$ cat src/rtl/sensor_pkg.sv
// Shared definitions for the sensor receive path and the MCU SPI transmitter:
// frame constants, flag bit positions, transmitter FSM states and debug view.
package sensor_pkg;

    localparam logic [7:0] HEADER_BYTE  = 8'hAA;
    localparam int         PACKET_BYTES = 16;
    localparam int         SNAP_BYTES   = 16;

    localparam int FLAG_INIT_BIT  = 0;
    localparam int FLAG_ERR_BIT   = 1;
    localparam int FLAG_QUAT_BIT  = 2;
    localparam int FLAG_GYRO_BIT  = 3;

    typedef enum logic [1:0] {
        ST_IDLE  = 2'd0,
        ST_LOAD  = 2'd1,
        ST_SHIFT = 2'd2
    } spi_state_t;

    typedef struct packed {
        spi_state_t state;
        logic       cs_n_sync;
        logic       sck_sync;
    } spi_dbg_t;

    function automatic logic [7:0] make_flags(input logic initialized,
                                              input logic error,
                                              input logic quat_valid,
                                              input logic gyro_valid);
        logic [7:0] f;
        f                = 8'h00;
        f[FLAG_INIT_BIT] = initialized;
        f[FLAG_ERR_BIT]  = error;
        f[FLAG_QUAT_BIT] = quat_valid;
        f[FLAG_GYRO_BIT] = gyro_valid;
        return f;
    endfunction

endpackage

$ cat src/rtl/mcu_spi_tx_if.sv
// SPI pins between the MCU (master) and the FPGA transmitter (slave).
// cs_n/sck are driven by the MCU asynchronously to clk; sdo is only
// meaningful while sdo_en is high.
interface mcu_spi_tx_if;
    logic cs_n;
    logic sck;
    logic sdo;
    logic sdo_en;

    modport master (output cs_n, output sck, input sdo, input sdo_en);
    modport slave  (input cs_n, input sck, output sdo, output sdo_en);
endinterface

$ cat src/rtl/sync_edge_det.sv
// Two-flop synchronizer plus edge detector for one asynchronous pin.
// Edges are suppressed until every stage holds a post-reset sample.
module sync_edge_det #(
    parameter logic RESET_VAL = 1'b0
) (
    input  logic clk,
    input  logic rst,
    input  logic i_async,
    output logic o_sync,
    output logic o_rise,
    output logic o_fall
);

    logic       r_meta;
    logic       r_sync;
    logic       r_prev;
    logic [2:0] r_vld;

    always_ff @(posedge clk) begin
        if (rst) begin
            r_meta <= RESET_VAL;
            r_sync <= RESET_VAL;
            r_prev <= RESET_VAL;
            r_vld  <= 3'b000;
        end else begin
            r_meta <= i_async;
            r_sync <= r_meta;
            r_prev <= r_sync;
            r_vld  <= {r_vld[1:0], 1'b1};
        end
    end

    // A pin already at the opposite level at reset release must not look like an edge.
    assign o_sync = r_sync;
    assign o_rise = r_vld[2] & r_sync & ~r_prev;
    assign o_fall = r_vld[2] & ~r_sync & r_prev;

endmodule

$ cat src/rtl/mcu_spi_tx.sv
// SPI Mode-0 slave transmitter: snapshots the sensor data on chip-select and
// shifts out a fixed header/flags/quaternion/gyro frame, MSB first.
module mcu_spi_tx
    import sensor_pkg::spi_dbg_t, sensor_pkg::spi_state_t, sensor_pkg::ST_IDLE,
           sensor_pkg::ST_LOAD, sensor_pkg::ST_SHIFT, sensor_pkg::SNAP_BYTES,
           sensor_pkg::make_flags;
#(
    parameter logic [7:0] HEADER_BYTE  = sensor_pkg::HEADER_BYTE,
    parameter int         PACKET_BYTES = sensor_pkg::PACKET_BYTES
) (
    input  logic               clk,
    input  logic               rst,
    mcu_spi_tx_if.slave        spi,
    input  logic               initialized,
    input  logic               error,
    input  logic               quat1_valid,
    input  logic               gyro1_valid,
    input  logic signed [15:0] quat1_w,
    input  logic signed [15:0] quat1_x,
    input  logic signed [15:0] quat1_y,
    input  logic signed [15:0] quat1_z,
    input  logic signed [15:0] gyro1_x,
    input  logic signed [15:0] gyro1_y,
    input  logic signed [15:0] gyro1_z,
    output logic               frame_done,
    output logic               frame_abort,
    output spi_dbg_t           o_dbg
);

    localparam int              CNT_W    = $clog2(PACKET_BYTES + 1);
    localparam logic [CNT_W-1:0] FULL_CNT = CNT_W'(PACKET_BYTES);
    localparam logic [CNT_W-1:0] ONE_CNT  = CNT_W'(1);

    spi_state_t       r_state;
    spi_state_t       w_state_next;
    logic [127:0]     r_snap;
    logic [7:0]       r_shift;
    logic             r_sdo;
    logic [2:0]       r_bit_cnt;
    logic [CNT_W-1:0] r_byte_cnt;
    logic             r_frame_done;
    logic             r_frame_abort;

    logic             w_cs_sync, w_cs_rise, w_cs_fall;
    logic             w_sck_sync, w_sck_rise, w_sck_fall;
    logic             w_full;
    logic             w_done;
    logic             w_abort;
    logic [127:0]     w_snap_in;
    logic [CNT_W-1:0] w_next_idx;
    logic [7:0]       w_next_byte;

    sync_edge_det #(.RESET_VAL(1'b1)) u_cs_sync (
        .clk     (clk),
        .rst     (rst),
        .i_async (spi.cs_n),
        .o_sync  (w_cs_sync),
        .o_rise  (w_cs_rise),
        .o_fall  (w_cs_fall)
    );

    sync_edge_det #(.RESET_VAL(1'b0)) u_sck_sync (
        .clk     (clk),
        .rst     (rst),
        .i_async (spi.sck),
        .o_sync  (w_sck_sync),
        .o_rise  (w_sck_rise),
        .o_fall  (w_sck_fall)
    );

    function automatic logic [7:0] snap_byte(input logic [127:0] snap,
                                             input logic [CNT_W-1:0] idx);
        logic [7:0] b;
        b = 8'h00;
        for (int i = 0; i < SNAP_BYTES; i++) begin
            if (int'(idx) == i) b = snap[127-8*i -: 8];
        end
        return b;
    endfunction

    assign w_snap_in = {HEADER_BYTE,
                        make_flags(initialized, error, quat1_valid, gyro1_valid),
                        quat1_w, quat1_x, quat1_y, quat1_z,
                        gyro1_x, gyro1_y, gyro1_z};

    // Counted rising edges saturate at one full frame, so an over-read still completes.
    assign w_full      = (r_byte_cnt == FULL_CNT);
    assign w_next_idx  = r_byte_cnt + ONE_CNT;
    assign w_next_byte = (w_next_idx == FULL_CNT) ? 8'h00 : snap_byte(r_snap, w_next_idx);

    always_ff @(posedge clk) begin
        if (rst) r_state <= ST_IDLE;
        else     r_state <= w_state_next;
    end

    always_comb begin
        w_state_next = r_state;
        w_done       = 1'b0;
        w_abort      = 1'b0;
        case (r_state)
            ST_IDLE: begin
                if (w_cs_fall) w_state_next = ST_LOAD;
            end
            ST_LOAD: begin
                if (w_cs_rise) begin
                    w_abort      = 1'b1;
                    w_state_next = ST_IDLE;
                end else begin
                    w_state_next = ST_SHIFT;
                end
            end
            ST_SHIFT: begin
                if (w_cs_rise) begin
                    w_done       = w_full;
                    w_abort      = ~w_full;
                    w_state_next = ST_IDLE;
                end
            end
            default: w_state_next = ST_IDLE;
        endcase
    end

    always_ff @(posedge clk) begin
        if (rst) begin
            r_snap        <= '0;
            r_shift       <= '0;
            r_sdo         <= 1'b0;
            r_bit_cnt     <= '0;
            r_byte_cnt    <= '0;
            r_frame_done  <= 1'b0;
            r_frame_abort <= 1'b0;
        end else begin
            r_frame_done  <= w_done;
            r_frame_abort <= w_abort;
            case (r_state)
                ST_LOAD: begin
                    r_bit_cnt  <= '0;
                    r_byte_cnt <= '0;
                    if (w_cs_rise) begin
                        r_sdo <= 1'b0;
                    end else begin
                        r_snap  <= w_snap_in;
                        r_sdo   <= w_snap_in[127];
                        r_shift <= {w_snap_in[126:120], 1'b0};
                    end
                end
                ST_SHIFT: begin
                    if (w_cs_rise) begin
                        r_bit_cnt  <= '0;
                        r_byte_cnt <= '0;
                        r_sdo      <= 1'b0;
                    end else begin
                        // r_shift holds the bits still to be presented, next one at the MSB.
                        if (w_sck_rise && !w_full) begin
                            if (r_bit_cnt == 3'd7) begin
                                r_bit_cnt  <= '0;
                                r_byte_cnt <= w_next_idx;
                                r_shift    <= w_next_byte;
                            end else begin
                                r_bit_cnt <= r_bit_cnt + 3'd1;
                            end
                        end
                        if (w_sck_fall) begin
                            r_sdo   <= r_shift[7];
                            r_shift <= {r_shift[6:0], 1'b0};
                        end
                    end
                end
                default: begin
                    r_bit_cnt  <= '0;
                    r_byte_cnt <= '0;
                    r_sdo      <= 1'b0;
                end
            endcase
        end
    end

    assign spi.sdo     = r_sdo;
    assign spi.sdo_en  = ~w_cs_sync;
    assign frame_done  = r_frame_done;
    assign frame_abort = r_frame_abort;
    assign o_dbg       = '{state: r_state, cs_n_sync: w_cs_sync, sck_sync: w_sck_sync};

endmodule

$ cat src/flat_wrapper.sv
// flat-port wrapper written by rule: the top's interface ports become plain ports
module mcu_spi_tx_flat import sensor_pkg::spi_dbg_t, sensor_pkg::spi_state_t, sensor_pkg::ST_IDLE,
           sensor_pkg::ST_LOAD, sensor_pkg::ST_SHIFT, sensor_pkg::SNAP_BYTES,
           sensor_pkg::make_flags;
#(
    parameter logic [7:0] HEADER_BYTE  = sensor_pkg::HEADER_BYTE,
    parameter int         PACKET_BYTES = sensor_pkg::PACKET_BYTES
)
  (clk, rst, initialized, error, quat1_valid, gyro1_valid, quat1_w, quat1_x, quat1_y, quat1_z, gyro1_x, gyro1_y, gyro1_z, frame_done, frame_abort, o_dbg, spi_cs_n, spi_sck, spi_sdo, spi_sdo_en);
  mcu_spi_tx_if spi_i ();
  input  logic clk;
  input  logic rst;
  input  logic initialized;
  input  logic error;
  input  logic quat1_valid;
  input  logic gyro1_valid;
  input  logic signed [15:0] quat1_w;
  input  logic signed [15:0] quat1_x;
  input  logic signed [15:0] quat1_y;
  input  logic signed [15:0] quat1_z;
  input  logic signed [15:0] gyro1_x;
  input  logic signed [15:0] gyro1_y;
  input  logic signed [15:0] gyro1_z;
  output logic frame_done;
  output logic frame_abort;
  output spi_dbg_t o_dbg;
  input wire logic [$bits(spi_i.cs_n)-1:0] spi_cs_n;
  input wire logic [$bits(spi_i.sck)-1:0] spi_sck;
  output wire logic [$bits(spi_i.sdo)-1:0] spi_sdo;
  output wire logic [$bits(spi_i.sdo_en)-1:0] spi_sdo_en;
  assign spi_i.cs_n = spi_cs_n;
  assign spi_i.sck = spi_sck;
  assign spi_sdo = spi_i.sdo;
  assign spi_sdo_en = spi_i.sdo_en;
  mcu_spi_tx #(.HEADER_BYTE(HEADER_BYTE), .PACKET_BYTES(PACKET_BYTES)) u_core (.clk(clk), .rst(rst), .spi(spi_i), .initialized(initialized), .error(error), .quat1_valid(quat1_valid), .gyro1_valid(gyro1_valid), .quat1_w(quat1_w), .quat1_x(quat1_x), .quat1_y(quat1_y), .quat1_z(quat1_z), .gyro1_x(gyro1_x), .gyro1_y(gyro1_y), .gyro1_z(gyro1_z), .frame_done(frame_done), .frame_abort(frame_abort), .o_dbg(o_dbg));
endmodule
$ cat config.mk
export PLATFORM = sky130hd
export DESIGN_NAME = mcu_spi_tx_flat
export DESIGN_NICKNAME = d
export VERILOG_FILES = /design/src/rtl/sensor_pkg.sv /design/src/rtl/mcu_spi_tx_if.sv /design/src/rtl/sync_edge_det.sv /design/src/rtl/mcu_spi_tx.sv /design/src/flat_wrapper.sv
export SDC_FILE = /design/constraint.sdc
export NUM_CORES = 1
export LEC_CHECK = 0
export ABC_AREA = 1
export ABC_CLOCK_PERIOD_IN_PS = 2600
export CAP_MARGIN = 15
export CORE_MARGIN = 2
export CORE_UTILIZATION = 50
export CTS_BUF_LIST = sky130_fd_sc_hd__clkbuf_8
export DETAILED_ROUTE_END_ITERATION = 12
export PLACE_DENSITY = 0.77
export SYNTH_ARGS = -nofsm -noshare
export SYNTH_HDL_FRONTEND = slang
export SYNTH_HIERARCHICAL = 1
export SYNTH_SLANG_ARGS = --single-unit
$ cat constraint.sdc
create_clock -name clk -period 2.6 [get_ports clk]
set_input_delay 0.26 -clock clk [delete_from_list [all_inputs] [get_ports clk]]
set_output_delay 0.26 -clock clk [all_outputs]
set_load 0.1 [all_outputs]
==> flow_summary_export.csv <==
group,metric,value,unit
run_status,status,"finished, violations left",
run_status,violations,"negative setup slack",
power,power_density,820,nW/µm²
power,p_leak,0.00386,µW
power,power.share.switching,34.6,%
sta,fin_crit_sh,101,%
cts,clk_latency,450,ps
critical_path,crit_arrival,3000,ps
synth,synth.net_count,1087,
grt,grt_pass1_wl,28400,µm
critical_path,r2r_cells,21,
routing,viasPerCell,5.09,
synth,synthTopCellsByArea,"dfxtp_1 44%, nor2_1 12%, o21ai_0 9.6%, nand2_1 6.7%, a21oi_1 6.6%",
synth,synth_edf_count,0,
grt,gr-usage-met1,32.2,%
synth,yosysSeqAreaShare,44.2,%
critical_path,crit_type,"flop to flop",
finish,nets,1222,
sta,fin_skew,8.07,ps
floorplan,die-area,14500,µm²
synth,synth_cells,957,
place,port_buffers,127,
routing,drt-initial-drc-count,443,
cts,cts.clk_slew.worst_paths,80,ps
finish,num-fill-cells,1134,
critical_path,path_delay_family,"simple AND/OR/NAND/NOR gates",
cts,cts_tree,"built",
cts,h-tree-depth,4,
synth,synthMostInstantiatedCell,"nor2_1",
hold_path,hp-class,"input pin to flop",
sta,setup_slack,-18.9,ps
floorplan,core,13200,µm²
synth,synth_ff_type,"dfxtp_1",
power,ir_worst_vdd,0.000580,V
grt,grt_pass1_vias,6109,
power,p_int,4850,µW
run,drv_cap,0,
sta,drv_slew,0,
finish,synthToLayoutAreaGrowth,32.9,%
grt,grt_use_met3,4.48,%
power,seqPwrFrac,44.1,%
sta,min_period,2620,ps
sta,relSlewSlack,68.7,%
critical_path,crit_path_end_kind,"flop",
sta,hold_viol_final,0,
routing,wl_per_cell,13.7,µm
synth,async_flop_share,0,%
sta,max_freq,0.382,GHz
grt,busiest_layer,"met2",
sta,finalHoldWorstSlack,320,ps
routing,firstDrtPassIters,6,
synth,ys_ff_latch,150,
sta,finalSetupTns,-18.9,ps
synth,yosys_warnings,6,
critical_path,critPathRequiredTime,2980,ps
routing,drcViolationCount,0,
floorplan,std_cell_rows,42,
floorplan,initial_core_util,51.3,%
routing,vias,6520,
synth,synth_top_area_share,44.2,%
sta,rsz0062_at_grt,"yes",
floorplan,die_h,121,µm
power,p_switching,2560,µW
power,clockPowerShare,27.0,%
cts,cts_root_buf,"clkbuf_8",
finish,drive_gt1_share,13.8,%
grt,overflow,0,
sta,worstMarginPinSlew,470,ps
cts,clock_sinks,150,
critical_path,crit_fanout,6,
hold_path,hp-start,"spi_sck",
power,combPwrFrac,29.0,%
routing,drtAntennaViolNets,0,
finish,n_antenna_cell,0,
sta,finalSetupViolations,1,
floorplan,dieWidth,121,µm
grt,gr-usage-met2,38.5,%
critical_path,worstPathCellList,"ha_4 > nand4_1 > nand2_8 > nand2_8 > nor2_4 > nand2_2 > o21ai_2 > o21ai_2 > nand3_1 > o211ai_1 > nand2_1 > o21ai_1 > nand3_1 > nand3_1 > nand3_1 > o21ai_2 > nand2_1 > nand2_2 > nand2_1 > nand2_1 > a21oi_1",
place,dpl_worst_slack,-12.5,ps
place,post-dp-hpwl,12100,µm
hold_path,hold_depth,3,
finish,multi_input_area,3460,µm²
synth,ys_top_cells_by_count,"221 x nor2_1, 150 x dfxtp_1, 130 x o21ai_0, 121 x nand2_1, 90 x a21oi_1",
synth,synth.avg_cell_area,7.10,µm²
critical_path,cp-startpoint,"u_core/r_byte_cnt[1]$_SDFFE_PP0P_",
place,gp_congestion,0.927,
critical_path,cp_slowest_cell,"dfxtp_4",
critical_path,worst-path-stages,21,
finish,seq_area,3010,µm²
finish,post-route-util,68.2,%
grt,antenna_found_initial,0,
routing,wl,17600,µm
critical_path,worst-path-buf-inv,0,
floorplan,io_pins,128,
grt,grt_start_max_net_pins,59,
grt,grt_use_total,24.2,%
critical_path,rr_startpoint,"u_core/r_byte_cnt[1]$_SDFFE_PP0P_",
synth,synth.distinct_cells,40,
critical_path,slowest_delay,370,ps
cts,cts_inserted_buffers,17,
critical_path,startpoint_type,"flop",
synth,syn_area,6790,µm²
cts,clockBufferDepth,2,
synth,synth.largest_area_cell,"dfxtp_1",
cts,cts_hold_buf,0,
-- stage by stage --
stage | total power, µW | cell area (µm²) | std cells
after global placement | 5340 | 8290 | 1238
after floorplan | 4620 | 6790 | 957
after CTS | 7370 | 8780 | 1270
after detailed placement | 5380 | 8290 | 1238
final | 7410 | 9030 | 1280
after global routing | 7860 | 9030 | 1280
-- metal layers --
metal	vias to the layer above	routed length, µm
met1	2908	8170
met5	-	0
li1	3378	-
met4	0	331
met2	205	8140
met3	29	927
-- logic make-up (layout without fill, tap and decap cells) --
kind of cell             after synthesis  count (layout)  synth area share [%]
AND/OR/NAND/NOR                      420             421                  26.8
buffers and inverters                126             272                  7.85
AO/OA/AOI/OAI                        251             251                  19.3
adder cells (fa/ha/maj)               10              10                  1.84
flip-flops                           150             150                  44.2
-- worst paths after layout --
path	to	slack [ps]
worst min-delay path	u_core/u_sck_sync/r_meta$_SDFF_PP0_	320
worst max register to register	u_core/r_shift[0]$_SDFFE_PP0P_	-20
worst max-delay path	u_core/r_shift[0]$_SDFFE_PP0P_	-20
worst min register to register	u_core/u_sck_sync/o_sync$_SDFF_PP0_	400
-- cells in the final DEF (no fill, tap or decap), types with 4 or more instances in the layout --
master,instances
nand2_2,10
bufinv_16,4
o21ai_0,130
dfxtp_1,146
nand2_8,4
a21oi_1,86
clkdlybuf4s50_1,119
buf_4,40
o21ai_1,8
ha_1,6
nand3_2,9
buf_12,4
or2_1,4
nor2_1,218
clkbuf_8,22
inv_1,65
nand2_1,114
inv_2,10
nor2_4,8
o21ai_2,4
o211ai_1,9
nand3_1,31
nor2_2,5
a21oi_2,8
-- final cells by class --
cell class / count / area share (%)
Clock buffer: 22 / 3.35
Clock inverter: 9 / 1.65
Inverter: 77 / 3.34
Multi-Input combinational cell: 682 / 38.3
Sequential cell: 150 / 33.4
Tap cell: 176 / 2.44
Timing Repair Buffer: 164 / 17.5
-- flip-flops by register name, indices dropped and copies added (netlist names), 2 cells and up --
register,cells
u_core/u_cs_sync/r_vld,3
u_core/r_shift,8
u_core/r_byte_cnt,5
u_core/u_sck_sync/r_vld,3
u_core/r_state,2
u_core/r_bit_cnt,3
u_core/r_snap,117
-- power groups by stage --
stage	clock network, µW	registers [µW]	logic [µW]
2_1_floorplan	0	3270	1350
3_3_place_gp	0	3280	2060
3_5_place_dp	0	3270	2100
4_1_cts	2010	3240	2120
5_1_grt	2110	3320	2430
6_report	2000	3260	2150
-- worst min-delay path, delay by kind of cell --
family / cells / cell delay (ps)
buf+inv: 2 / 440
simple gates: 1 / 30
-- repair_timing --
| item | in CTS | in global routing |
|---|---|---|
| setup endpoints to repair | 4 | 8 |
| pin swaps | 1 | 24 |
| gates resized for setup | 5 | 45 |
| gates cloned | 0 | 1 |
| setup buffers | 1 | 9 |
No activity file was read; power rests on OpenSTA's default activity.
